`src/rtl/vga_pkg.sv`:
```
`default_nettype none
// ============================================================================
// Module      : vga_pkg
// Description : Shared VGA definitions: 640x480@60 timing constants, colour
//               triple typedef and sync polarity enum.
// Revision    : 1.0 - initial release
// ============================================================================
package vga_pkg;

  // 640x480@60 with a 25 MHz pixel rate
  localparam int VGA640_H_ACTIVE = 640;
  localparam int VGA640_H_FP     = 16;
  localparam int VGA640_H_SYNC   = 96;
  localparam int VGA640_H_BP     = 48;
  localparam int VGA640_V_ACTIVE = 480;
  localparam int VGA640_V_FP     = 10;
  localparam int VGA640_V_SYNC   = 2;
  localparam int VGA640_V_BP     = 33;

  // Default channel width for the colour triple
  localparam int RGB_COLOR_W = 8;

  typedef struct packed {
    logic [RGB_COLOR_W-1:0] r;
    logic [RGB_COLOR_W-1:0] g;
    logic [RGB_COLOR_W-1:0] b;
  } rgb_t;

  typedef enum logic {
    POL_ACTIVE_LOW  = 1'b0,
    POL_ACTIVE_HIGH = 1'b1
  } pol_e;

endpackage
`default_nettype wire

```
`src/rtl/vga_pix_ce.sv`:
```
`default_nettype none
// ============================================================================
// Module      : vga_pix_ce
// Description : Pixel-rate enable generator. Produces a one-clk pulse every
//               CLK_DIV system clocks; reusable by application logic.
// Revision    : 1.0 - initial release
// ============================================================================
module vga_pix_ce #(
  parameter int CLK_DIV = 2
) (
  input  logic clk,
  input  logic reset,
  output logic pix_ce
);

  localparam int            DW     = (CLK_DIV > 1) ? $clog2(CLK_DIV) : 1;
  localparam logic [DW-1:0] D_LAST = DW'(CLK_DIV - 1);

  logic [DW-1:0] r_d;

  // Phase counter; the enable is registered from the terminal count so the
  // first pulse lands CLK_DIV clocks after reset is released.
  always_ff @(posedge clk) begin
    if (reset) begin
      r_d    <= '0;
      pix_ce <= 1'b0;
    end else begin
      pix_ce <= (r_d == D_LAST);
      r_d    <= (r_d == D_LAST) ? '0 : r_d + DW'(1);
    end
  end

endmodule
`default_nettype wire

```
`src/rtl/vga_timing_gen.sv`:
```
`default_nettype none
// ============================================================================
// Module      : vga_timing_gen
// Description : Parametrised VGA raster engine: pixel enable, H/V counters,
//               sync/blank decode, alignment delay line and DAC output register.
// Revision    : 1.0 - initial release
// ============================================================================
module vga_timing_gen
  import vga_pkg::*;
#(
  parameter int CLK_DIV  = 2,
  parameter int H_ACTIVE = VGA640_H_ACTIVE,
  parameter int H_FP     = VGA640_H_FP,
  parameter int H_SYNC   = VGA640_H_SYNC,
  parameter int H_BP     = VGA640_H_BP,
  parameter int V_ACTIVE = VGA640_V_ACTIVE,
  parameter int V_FP     = VGA640_V_FP,
  parameter int V_SYNC   = VGA640_V_SYNC,
  parameter int V_BP     = VGA640_V_BP,
  parameter bit HS_POL   = 1'b0,
  parameter bit VS_POL   = 1'b0,
  parameter int COLOR_W  = 8,
  parameter int PIPE     = 2
) (
  input  logic                                              clk,
  input  logic                                              reset,
  output logic                                              pix_ce,
  output logic [$clog2(H_ACTIVE+H_FP+H_SYNC+H_BP)-1:0]      x,
  output logic [$clog2(V_ACTIVE+V_FP+V_SYNC+V_BP)-1:0]      y,
  output logic                                              req,
  input  logic [3*COLOR_W-1:0]                              rgb_in,
  output logic                                              vga_hs,
  output logic                                              vga_vs,
  output logic                                              vga_blank_n,
  output logic                                              vga_sync_n,
  output logic [COLOR_W-1:0]                                red,
  output logic [COLOR_W-1:0]                                green,
  output logic [COLOR_W-1:0]                                blue,
  output logic                                              frame_start
);

  localparam int H_TOTAL = H_ACTIVE + H_FP + H_SYNC + H_BP;
  localparam int V_TOTAL = V_ACTIVE + V_FP + V_SYNC + V_BP;
  localparam int HW      = $clog2(H_TOTAL);
  localparam int VW      = $clog2(V_TOTAL);

  localparam logic [HW-1:0] H_LAST     = HW'(H_TOTAL - 1);
  localparam logic [HW-1:0] H_ACT_END  = HW'(H_ACTIVE);
  localparam logic [HW-1:0] H_SYNC_BEG = HW'(H_ACTIVE + H_FP);
  localparam logic [HW-1:0] H_SYNC_END = HW'(H_ACTIVE + H_FP + H_SYNC);
  localparam logic [VW-1:0] V_LAST     = VW'(V_TOTAL - 1);
  localparam logic [VW-1:0] V_ACT_END  = VW'(V_ACTIVE);
  localparam logic [VW-1:0] V_SYNC_BEG = VW'(V_ACTIVE + V_FP);
  localparam logic [VW-1:0] V_SYNC_END = VW'(V_ACTIVE + V_FP + V_SYNC);

  localparam pol_e HS_LEVEL = pol_e'(HS_POL);
  localparam pol_e VS_LEVEL = pol_e'(VS_POL);

  // Reject degenerate timings at elaboration
  if (CLK_DIV < 1 || H_ACTIVE < 1 || H_FP < 1 || H_SYNC < 1 || H_BP < 1 ||
      V_ACTIVE < 1 || V_FP < 1 || V_SYNC < 1 || V_BP < 1 || PIPE < 0) begin : g_param_check
    $error("vga_timing_gen: timing regions and CLK_DIV must be 1 or more, PIPE 0 or more");
  end

  logic [HW-1:0] r_h;
  logic [VW-1:0] r_v;
  logic          w_act;
  logic          w_hs_raw;
  logic          w_vs_raw;
  logic [2:0]    w_ctl_raw;
  logic [2:0]    w_ctl_dly;
  logic          w_act_dly;
  logic          w_hs_dly;
  logic          w_vs_dly;

  vga_pix_ce #(
    .CLK_DIV (CLK_DIV)
  ) u_pix_ce (
    .clk    (clk),
    .reset  (reset),
    .pix_ce (pix_ce)
  );

  // Raster counters: h every tick, v on each h wrap, both wrap on the frame's last pixel
  always_ff @(posedge clk) begin
    if (reset) begin
      r_h <= '0;
      r_v <= '0;
    end else if (pix_ce) begin
      if (r_h == H_LAST) begin
        r_h <= '0;
        r_v <= (r_v == V_LAST) ? '0 : r_v + VW'(1);
      end else begin
        r_h <= r_h + HW'(1);
      end
    end
  end

  // Region decode straight from the counters
  always_comb begin
    w_act     = (r_h < H_ACT_END) && (r_v < V_ACT_END);
    w_hs_raw  = (r_h >= H_SYNC_BEG) && (r_h < H_SYNC_END);
    w_vs_raw  = (r_v >= V_SYNC_BEG) && (r_v < V_SYNC_END);
    w_ctl_raw = {w_act, w_hs_raw, w_vs_raw};
  end

  if (PIPE > 0) begin : g_pipe
    logic [2:0] r_stage [PIPE];

    // Delay the control bits by the pixel source's latency; cleared stages mean blanked, no sync
    always_ff @(posedge clk) begin
      if (reset) begin
        for (int i = 0; i < PIPE; i++) r_stage[i] <= '0;
      end else if (pix_ce) begin
        r_stage[0] <= w_ctl_raw;
        for (int i = 1; i < PIPE; i++) r_stage[i] <= r_stage[i-1];
      end
    end

    assign w_ctl_dly = r_stage[PIPE-1];
  end else begin : g_no_pipe
    assign w_ctl_dly = w_ctl_raw;
  end

  assign {w_act_dly, w_hs_dly, w_vs_dly} = w_ctl_dly;

  // DAC-side register: syncs at their configured level, colour forced to 0 while blanked
  always_ff @(posedge clk) begin
    if (reset) begin
      vga_hs      <= (HS_LEVEL == POL_ACTIVE_LOW);
      vga_vs      <= (VS_LEVEL == POL_ACTIVE_LOW);
      vga_blank_n <= 1'b0;
      red         <= '0;
      green       <= '0;
      blue        <= '0;
    end else if (pix_ce) begin
      vga_hs      <= (HS_LEVEL == POL_ACTIVE_HIGH) ? w_hs_dly : ~w_hs_dly;
      vga_vs      <= (VS_LEVEL == POL_ACTIVE_HIGH) ? w_vs_dly : ~w_vs_dly;
      vga_blank_n <= w_act_dly;
      red         <= w_act_dly ? rgb_in[3*COLOR_W-1 -: COLOR_W] : '0;
      green       <= w_act_dly ? rgb_in[2*COLOR_W-1 -: COLOR_W] : '0;
      blue        <= w_act_dly ? rgb_in[COLOR_W-1   -: COLOR_W] : '0;
    end
  end

  assign x           = r_h;
  assign y           = r_v;
  assign req         = w_act;
  assign frame_start = pix_ce && (r_h == '0) && (r_v == '0);
  assign vga_sync_n  = 1'b0;

endmodule
`default_nettype wire

```
`config.mk`:
```
export PLATFORM = sky130hd
export DESIGN_NAME = vga_timing_gen
export DESIGN_NICKNAME = d
export VERILOG_FILES = /design/src/rtl/vga_pkg.sv /design/src/rtl/vga_pix_ce.sv /design/src/rtl/vga_timing_gen.sv
export SDC_FILE = /design/constraint.sdc
export NUM_CORES = 1
export LEC_CHECK = 0
export CORE_MARGIN = 4
export CORE_UTILIZATION = 40
export CTS_CLUSTER_DIAMETER = 50
export DETAILED_ROUTE_END_ITERATION = 16
export GPL_TIMING_DRIVEN = 0
export PLACE_DENSITY_LB_ADDON = 0.15
export SYNTH_ARGS = -nofsm -noshare
export SYNTH_HDL_FRONTEND = slang
export SYNTH_HIERARCHICAL = 1
export SYNTH_SLANG_ARGS = --single-unit
```
`constraint.sdc`:
```
create_clock -name clk -period 4.8 [get_ports clk]
set_input_delay 0.48 -clock clk [delete_from_list [all_inputs] [get_ports clk]]
set_output_delay 0.48 -clock clk [all_outputs]
set_load 0.02 [all_outputs]
```
# Word level (Yosys, flattened, before mapping)
# Memories as Yosys holds them, arrays and structs flattened.
# Cells that the tools add are included.
# op_classes
eq_ne,2
order_cmp,6
n_reduce_logical,9
bitwise,4
addsub,3
n_mux,12
# op_table
operator,count
$mux W8,3
$add A10 B1 Y10 const B,2
$eq A10 B10 Y1 const B,2
$logic_not A10 Y1,2
$lt A10 B10 Y1 const B,2
$lt A10 B9 Y1 const B,2
$mux W10,2
$ge A10 B10 Y1 const B,1
$ge A10 B9 Y1 const B,1
$mux W3,2
$logic_and A1 B1 Y1,5
$mux W1,5
$not A1 Y1,2
$or A1 B1 Y1,2
$reduce_and A2 Y1,1
$reduce_or A2 Y1,1
$add A1 B1 Y1 const B,1
# word_totals
output_inout_bits,51
regBits,49
memories,1
mem_bits_rw,6
wordCells,47
# memory_table
name,words,width,read_ports,rd_clocked_by_memory_dff,write_ports,line_no,rtl
g_pipe.r_stage,2,3,2,0,2,vga_timing_gen.sv:108,logic [2:0] r_stage [PIPE];

# Longest topological paths before layout
# Gate-level depths: netlist of the first run.
# depth
depth_word,4
depth_mapped,6
mapped_depth_nobuf,6

# Hierarchy
# The synthesis of the first run kept the hierarchy.
# by_module_without_submodules
module,area_each_um2,cells_per_inst,instances
vga_timing_gen,2177.1,215,1
vga_pix_ce,57.6,4,1

# Least setup slack after synthesis of the first run
# Ideal clock, no wire load.
# synth_timing
path_type,register to output
startpoint,"reg r_h[5], in the netlist x[5]"
endpoint,out frame_start
stages_incl_launch_ff,5
path_buffers,1
arrival_ps,1696
slack_ps,2624
path_cell_list,dfxtp_1 -> clkbuf_1 -> or2_1 -> or4_1 -> nor3_1
# synth_between
elab_chain_len,3
# synth_rtl
element,line_no,rtl
from (decl),vga_timing_gen.sv:65,logic [HW-1:0] r_h;
from (signal assigned),vga_timing_gen.sv:94,r_h <= r_h + HW'(1);
$logic_not A10 Y1,vga_timing_gen.sv:149,assign frame_start = pix_ce && (r_h == '0) && (r_v == '0);
$logic_and A1 B1 Y1 (2 in series),vga_timing_gen.sv:149,
to (decl),vga_timing_gen.sv:39,output logic frame_start
# Every way passes these cells.

# Worst setup path after layout of the first run
# Ends and elaborated chain as after synthesis.

==> impl_metrics.py, run 1 <==
metrics = {
    "run_status": {
        "status": "finished clean",
    },
    "global_routing": {
        "grt_max_degree": 18,
        "track_usage_pct": 15.9,
        "grt.overflow.total": 0,
        "antenna_found_initial": 0,
        "grt_pass1_wl_um": 8310,
        "grt_pass1_vias": 1675,
    },
    "floorplanning": {
        "io-pin-count": 77,
        "initial_core_util_pct": 42.4,
        "die_h_um": 82.7,
        "coreArea_um2": 5270,
        "rows": 26,
        "die_x_um": 82.7,
        "die_area_um2": 6850,
    },
    "synthesis": {
        "synth.avg_cell_area_um2": 10.2,
        "yosysWarnings": 6,
        "synthFlopType": "dfxtp_1",
        "synthArstFlopShare_pct": 0,
        "synth_cell_types": 41,
        "synthCells": 219,
        "yosysSeqAreaShare_pct": 52.0,
        "synth-seq-cells": 55,
        "netlist_area_um2": 2230,
        "syn_nets": 249,
        "synth_edf_count": 6,
    },
    "timing": {
        "hold_viol": 0,
        "fin_skew_ns": 0.00667,
        "maxSlewHeadroom_pct": 56.3,
        "fin_crit_ns": 2.88,
        "max_clock_freq_ghz": 0.348,
        "setup_viol": 0,
        "fin_tns_setup_ns": 0,
        "max_slew.worst_pin.slew_ns": 0.654,
        "finalMaxSlewViolations": 0,
        "fin_ws_ns": 1.92,
        "rsz0062_at_grt": "false",
        "post-route-period-util_pct": 59.9,
    },
    "drt": {
        "antenna_left": 0,
        "drcViolationCount": 0,
        "wl_per_cell_um": 14.2,
        "drt-total-wl_um": 5290,
        "drt-initial-drc-count": 65,
        "vias_per_cell": 5.07,
        "dr.pass1.iters": 4,
        "vias": 1886,
    },
    "min_path": {
        "hold_class": "register to register",
        "min_path_cells": 1,
    },
    "setup_path": {
        "cp.required_ns": 4.32,
        "crit_path_end_kind": "output pin",
        "cp-start-kind": "register",
        "worstPathArrival_ns": 2.40,
        "crit_type": "register to output pin",
        "worst-r2r-cell-count": 4,
        "path_max_fanout": 8,
    },
    "pwr": {
        "combinationalPowerShare_pct": 8.2,
        "power_frac_clock_pct": 32.0,
        "p_per_area_nw_per_um2": 252,
        "seqPwrFrac_pct": 59.8,
        "swShare_pct": 23.0,
        "intPower_uw": 614,
        "p_leak_uw": 0.00116,
        "vdd_ir_drop_max_uv": 127,
        "p_switching_uw": 184,
    },
    "placed_design": {
        "portBuffers": 75,
        "post-dp-hpwl_um": 3910,
        "dp_slack_ns": 2.10,
        "gp_congestion": 0.816,
        "dpl.cell_count": 364,
    },
    "cells_and_area": {
        "layout.nets": 331,
        "regArea_um2": 1160,
        "drive_above_1_share_pct": 6.62,
        "post-route-util_pct": 60.0,
        "final.fill_count": 488,
        "multi_input_area_um2": 981,
        "stdcell_count": 372,
        "diodes": 0,
        "syn2layout_area_growth_pct": 41.5,
    },
    "clocking": {
        "ctsResizeCount": 0,
        "htree_levels": 2,
        "cts.sinks": 55,
        "cts_buffer_depth": 2,
        "cts_setup_buffers": 0,
        "cts_buffers": 5,
        "path_clk_slew_ns": 0.10,
        "ctsRootBufferMaster": "clkbuf_8",
        "cts.hold.buffers_added": 0,
        "insertion_delay_ns": 0.31,
        "cts_tree": "done",
    },
    "flow_run": {
        "drv_cap": 0,
    },
}
==> cells in the final DEF (no fill, tap or decap), types with 2 or more instances in the layout <==
cell,instances
nor3_1,12
nor2b_1,2
nand3_1,12
inv_1,7
and4b_1,2
nor4_1,3
o31ai_1,2
and2_1,5
a21oi_1,6
and3_1,3
clkinv_4,2
clkdlybuf4s50_1,75
ha_1,4
xnor2_1,7
edfxtp_1,6
nand2_1,12
or4_1,3
buf_2,5
xor2_1,5
a22o_1,25
dfxtp_1,49
clkbuf_8,5
clkbuf_1,8
buf_4,2
nor2_1,15
nand4_1,5
o21ai_0,3
==> cells by family (layout without fill, tap and decap cells) <==
| group | Yosys count | count (layout) | synth area share, % |
|---|---|---|---|
| mux | 2 | 2 | 0.952 |
| simple gates | 84 | 84 | 21.9 |
| other cells | 1 | 1 | 0.168 |
| buf+inv | 21 | 104 | 4.14 |
| xor+xnor | 12 | 12 | 4.70 |
| flops | 55 | 55 | 52.0 |
| compound gates | 40 | 40 | 13.9 |
| fa+ha+maj | 4 | 4 | 2.24 |
==> worst paths after layout <==
| check | from | to | slack, ns |
|---|---|---|---|
| max reg2reg | u_pix_ce/pix_ce | g_pipe.r_stage[0][3] | 2.84 |
| min reg2reg | u_pix_ce/r_d | u_pix_ce/r_d | 0.42 |
| max | x[5] | frame_start | 1.92 |
| min | u_pix_ce/r_d | u_pix_ce/r_d | 0.42 |
==> area by class of cell <==
cell class / count / share of cell area, %
sequential: 55 / 36.7
multi-input combinational: 143 / 31.0
timing repair buffer: 75 / 23.7
tap: 70 / 2.77
clock buffer: 6 / 2.29
buffer: 14 / 2.10
inverter: 7 / 0.831
clock inverter: 2 / 0.554
==> power groups by stage <==
stage               logic (µW)  registers, µW  clock network [µW]
floorplan                 20.1            494                   0
global placement          65.5            488                   0
detailed placement        66.1            488                   0
CTS                       66.3            477                 263
global route              71.5            478                 283
finish                    65.3            477                 255
==> through the flow <==
step	cell area [µm²]	power (µW)	hold WS (ns)
floorplan	2230	514	0.389
CTS	3160	807	0.426
detailed placement	3070	554	0.411
global placement	3070	553	0.403
finish	3160	798	0.418
global route	3160	833	0.460
==> state kept, by name, summed over array words and instances (netlist names) <==
register	cells
red	8
vga_blank_n	1
blue	8
green	8
vga_hs	1
y	10
u_pix_ce/pix_ce	1
g_pipe.r_stage	6
u_pix_ce/r_d	1
x	10
vga_vs	1
==> worst max-delay path: stages, from the launching register on <==
cell and delay, ns:
dfxtp_1 0.32, clkbuf_1 0.18, or2_1 0.34, or4_1 0.41, nor3_1 0.19, clkdlybuf4s50_1 0.64
==> cell usage after synthesis (2+ instances only) <==
master / number / area [µm²]
buf_2: 5 / 25.0
dfxtp_1: 49 / 981
buf_4: 2 / 15.0
xnor2_1: 7 / 61.3
a21oi_1: 6 / 30.0
nor2_1: 15 / 56.3
and4b_1: 2 / 20.0
or4_1: 3 / 22.5
clkbuf_1: 7 / 26.3
nor3_1: 12 / 60.1
and3_1: 3 / 18.8
a22o_1: 25 / 219
inv_1: 7 / 26.3
nor4_1: 3 / 18.8
xor2_1: 5 / 43.8
nor2b_1: 2 / 12.5
edfxtp_1: 6 / 180
o21ai_0: 3 / 15.0
ha_1: 4 / 50.1
o31ai_1: 2 / 15.0
nand3_1: 12 / 60.1
nand4_1: 5 / 31.3
nand2_1: 12 / 45.0
and2_1: 5 / 31.3
==> metal layers <==
| layer | wire (µm) | global-route usage [%] | vias to the layer above | part of all wire [%] |
|---|---|---|---|---|
| met2 | 2510 | 24.8 | 40 | 47 |
| met4 | 66 | 5.39 | 0 | 1.2 |
| met1 | 2470 | 21.5 | 889 | 47 |
| li1 | - | - | 952 | - |
| met5 | 0 | 0 | - | 0 |
| met3 | 253 | 3.90 | 5 | 4.8 |
No activity file was read; power rests on OpenSTA's default activity.
==> run 2: changes to the inputs <==
==> constraint.sdc (replaced) <==
create_clock -name clk -period 2.9 [get_ports clk]
set_input_delay 0.29 -clock clk [delete_from_list [all_inputs] [get_ports clk]]
set_output_delay 0.29 -clock clk [all_outputs]
set_load 0.02 [all_outputs]
==> results of run 2 <==
Same layout as run 1 (identical final DEF). Status: finished clean.
Main changes from that run: setup slack after placement 2.10 ns -> 0.386 ns; setup slack after layout 1.92 ns -> 0.213 ns; register-to-register setup slack 2.84 ns -> 0.94 ns; total power 798 µW -> 1320 µW; worst IR drop on VDD 127 µV -> 211 µV
==> run 3: changes to the inputs <==
--- a/config.mk
+++ b/config.mk
@@ -9,7 +9,7 @@
 export CORE_UTILIZATION = 40
 export CTS_CLUSTER_DIAMETER = 50
 export DETAILED_ROUTE_END_ITERATION = 16
-export GPL_TIMING_DRIVEN = 0
+export DONT_BUFFER_PORTS = 1
 export PLACE_DENSITY_LB_ADDON = 0.15
 export SYNTH_ARGS = -nofsm -noshare
 export SYNTH_HDL_FRONTEND = slang
==> run 3 against run 2 <==
Against the previous run:
- die area is the same
- first-iteration DRC count shrank 15%
- worst hold slack lost 0.39 ns
- sequential power grew 2%
- critical path type unchanged
- via count shrank 14%
- clock skew is essentially flat
- maximum frequency grew 12%
- critical endpoint unchanged
- highest routed layer unchanged
- total power shrank 3.6%
- clock power grew 2%
- setup slack gained 0.29 ns
==> impl_metrics.py, run 3 (synthesis results as in run 1) <==
metrics = {
    "clocking": {
        "cts_buffers": 5,
        "cts_tree": "done",
        "ctsResizeCount": 0,
        "insertion_delay_ns": 0.31,
        "cts_setup_buffers": 0,
        "htree_levels": 2,
        "cts.sinks": 55,
        "ctsRootBufferMaster": "clkbuf_8",
        "cts.hold.buffers_added": 0,
        "path_clk_slew_ns": 0.10,
        "cts_buffer_depth": 2,
    },
    "cells_and_area": {
        "layout_commonest_cell": "dfxtp_1",
        "syn2layout_area_growth_pct": 5.49,
        "drive_above_1_share_pct": 7.48,
        "final_cell_mix": "dfxtp_1, a22o_1, nor2_1",
        "fin_area_um2": 2360,
        "layout.nets": 243,
        "post-route-util_pct": 44.7,
        "diodes": 0,
        "stdcell_count": 284,
    },
    "global_routing": {
        "grt_pass1_vias": 1526,
        "track_usage_pct": 14.3,
        "grt.overflow.total": 0,
        "grt_max_degree": 29,
        "antenna_found_initial": 0,
        "grt_pass1_wl_um": 7470,
    },
    "pwr": {
        "vdd_ir_drop_max_uv": 217,
        "p_per_area_nw_per_um2": 540,
        "p_leak_uw": 0.000852,
    },
    "floorplanning": {
        "initial_core_util_pct": 42.4,
        "die_area_um2": 6850,
        "die_h_um": 82.7,
        "die_x_um": 82.7,
        "coreArea_um2": 5270,
        "io-pin-count": 77,
        "rows": 26,
    },
    "setup_path": {
        "worstPathArrival_ns": 2.11,
        "r2r_end": "g_pipe.r_stage[0][0]",
        "crit_path_end_kind": "output pin",
        "worstPathCellList": "or2_2 > or4_1 > nor3_1",
        "crit_type": "register to output pin",
        "cp-start-kind": "register",
        "path_max_fanout": 8,
        "cp.required_ns": 2.61,
        "reg2reg_from": "u_pix_ce/pix_ce",
        "worst-r2r-cell-count": 2,
        "ff2ff_setup_slack_ns": 0.77,
        "crit_path_max_incr_delay_ns": 0.52,
        "cp_slowest_cell": "nor3_1",
    },
    "drt": {
        "vias_per_cell": 5.70,
        "wl_met2_um": 2380,
        "antenna_left": 0,
        "wl_per_cell_um": 17.6,
        "drcViolationCount": 0,
        "wl_met1_um": 2120,
        "drt-initial-drc-count": 55,
        "top_layer": "met4",
        "dr.pass1.iters": 4,
        "drt-total-wl_um": 4990,
        "vias": 1619,
        "dr_wl_met3_um": 434,
    },
    "placed_design": {
        "post-dp-hpwl_um": 3670,
        "gp_congestion": 0.802,
        "postPlaceCellArea_um2": 2270,
        "dpl.cell_count": 276,
        "portBuffers": 0,
    },
    "min_path": {
        "hold_class": "primary input to register",
        "hold_start": "reset",
        "hold_path_end": "u_pix_ce/pix_ce",
        "min_path_cells": 1,
    },
    "timing": {
        "rsz0062_at_grt": "false",
        "max_clock_freq_ghz": 0.417,
        "setup_viol": 0,
        "fin_crit_ns": 2.40,
        "hold_viol": 0,
        "fin_skew_ns": 0.00694,
        "post-route-period-util_pct": 82.7,
        "finalMaxSlewViolations": 0,
        "fin_tns_setup_ns": 0,
        "max_slew.worst_pin.slew_ns": 1.12,
        "whs_ns": 0.0290,
        "maxSlewHeadroom_pct": 25.1,
    },
    "flow_run": {
        "drv_cap": 0,
    },
    "run_status": {
        "status": "finished clean",
    },
}
## run 3: cell count changes in the layout (fill, tap and decap cells not counted), sizes merged
cell	previous run	this run
clkinv	2	1
clkbuf	13	5
inv	7	9
buf	7	1
clkdlybuf4s50	75	0
## run 3: final cells by class
type                       count  area, µm²
fill                         537       2910
sequential                    55       1160
multi-input combinational    143        983
tap                           70       87.6
clock buffer                   5       68.8
inverter                       7       26.3
clock inverter                 3       22.5
timing repair buffer           1       7.51
## run 3: how the worst max path moves through the flow
| stage | startpoint | end | cells past startpoint |
|---|---|---|---|
| 6_report | x[7] | frame_start | 3 |
| 5_1_grt | x[7] | frame_start | 3 |
| 4_1_cts | x[7] | frame_start | 3 |
| 3_5_place_dp | u_pix_ce/pix_ce | g_pipe.r_stage[0][3] | 2 |
| 3_3_place_gp | x[7] | frame_start | 3 |
| 2_1_floorplan | x[5] | frame_start | 4 |
## run 3: power breakdown
part,switching [µW],total [µW],internal (µW)
clock network,258,433,176
registers,21.6,805,783
logic,22.0,34.2,12.3
total,301,1270,971
## run 3: metrics by stage
step / power [µW] / setup slack (ns)
after floorplan: 851 / 0.914
after global placement: 855 / 0.835
after detailed placement: 857 / 0.764
after CTS: 1290 / 0.480
after global routing: 1320 / 0.395
final: 1270 / 0.503
## run 3: per-layer routing
layer  up-vias  GRT usage (%)
met5         -              0
li1        785              -
met2        61           22.1
met4         0           3.92
met3         4           4.88
met1       769           19.0
## run 3: worst max-delay path, delay by kind of cell (launching register included)
family | cells | cell delay [ns]
AND/OR/NAND/NOR | 3 | 1.36
flip-flops | 1 | 0.45
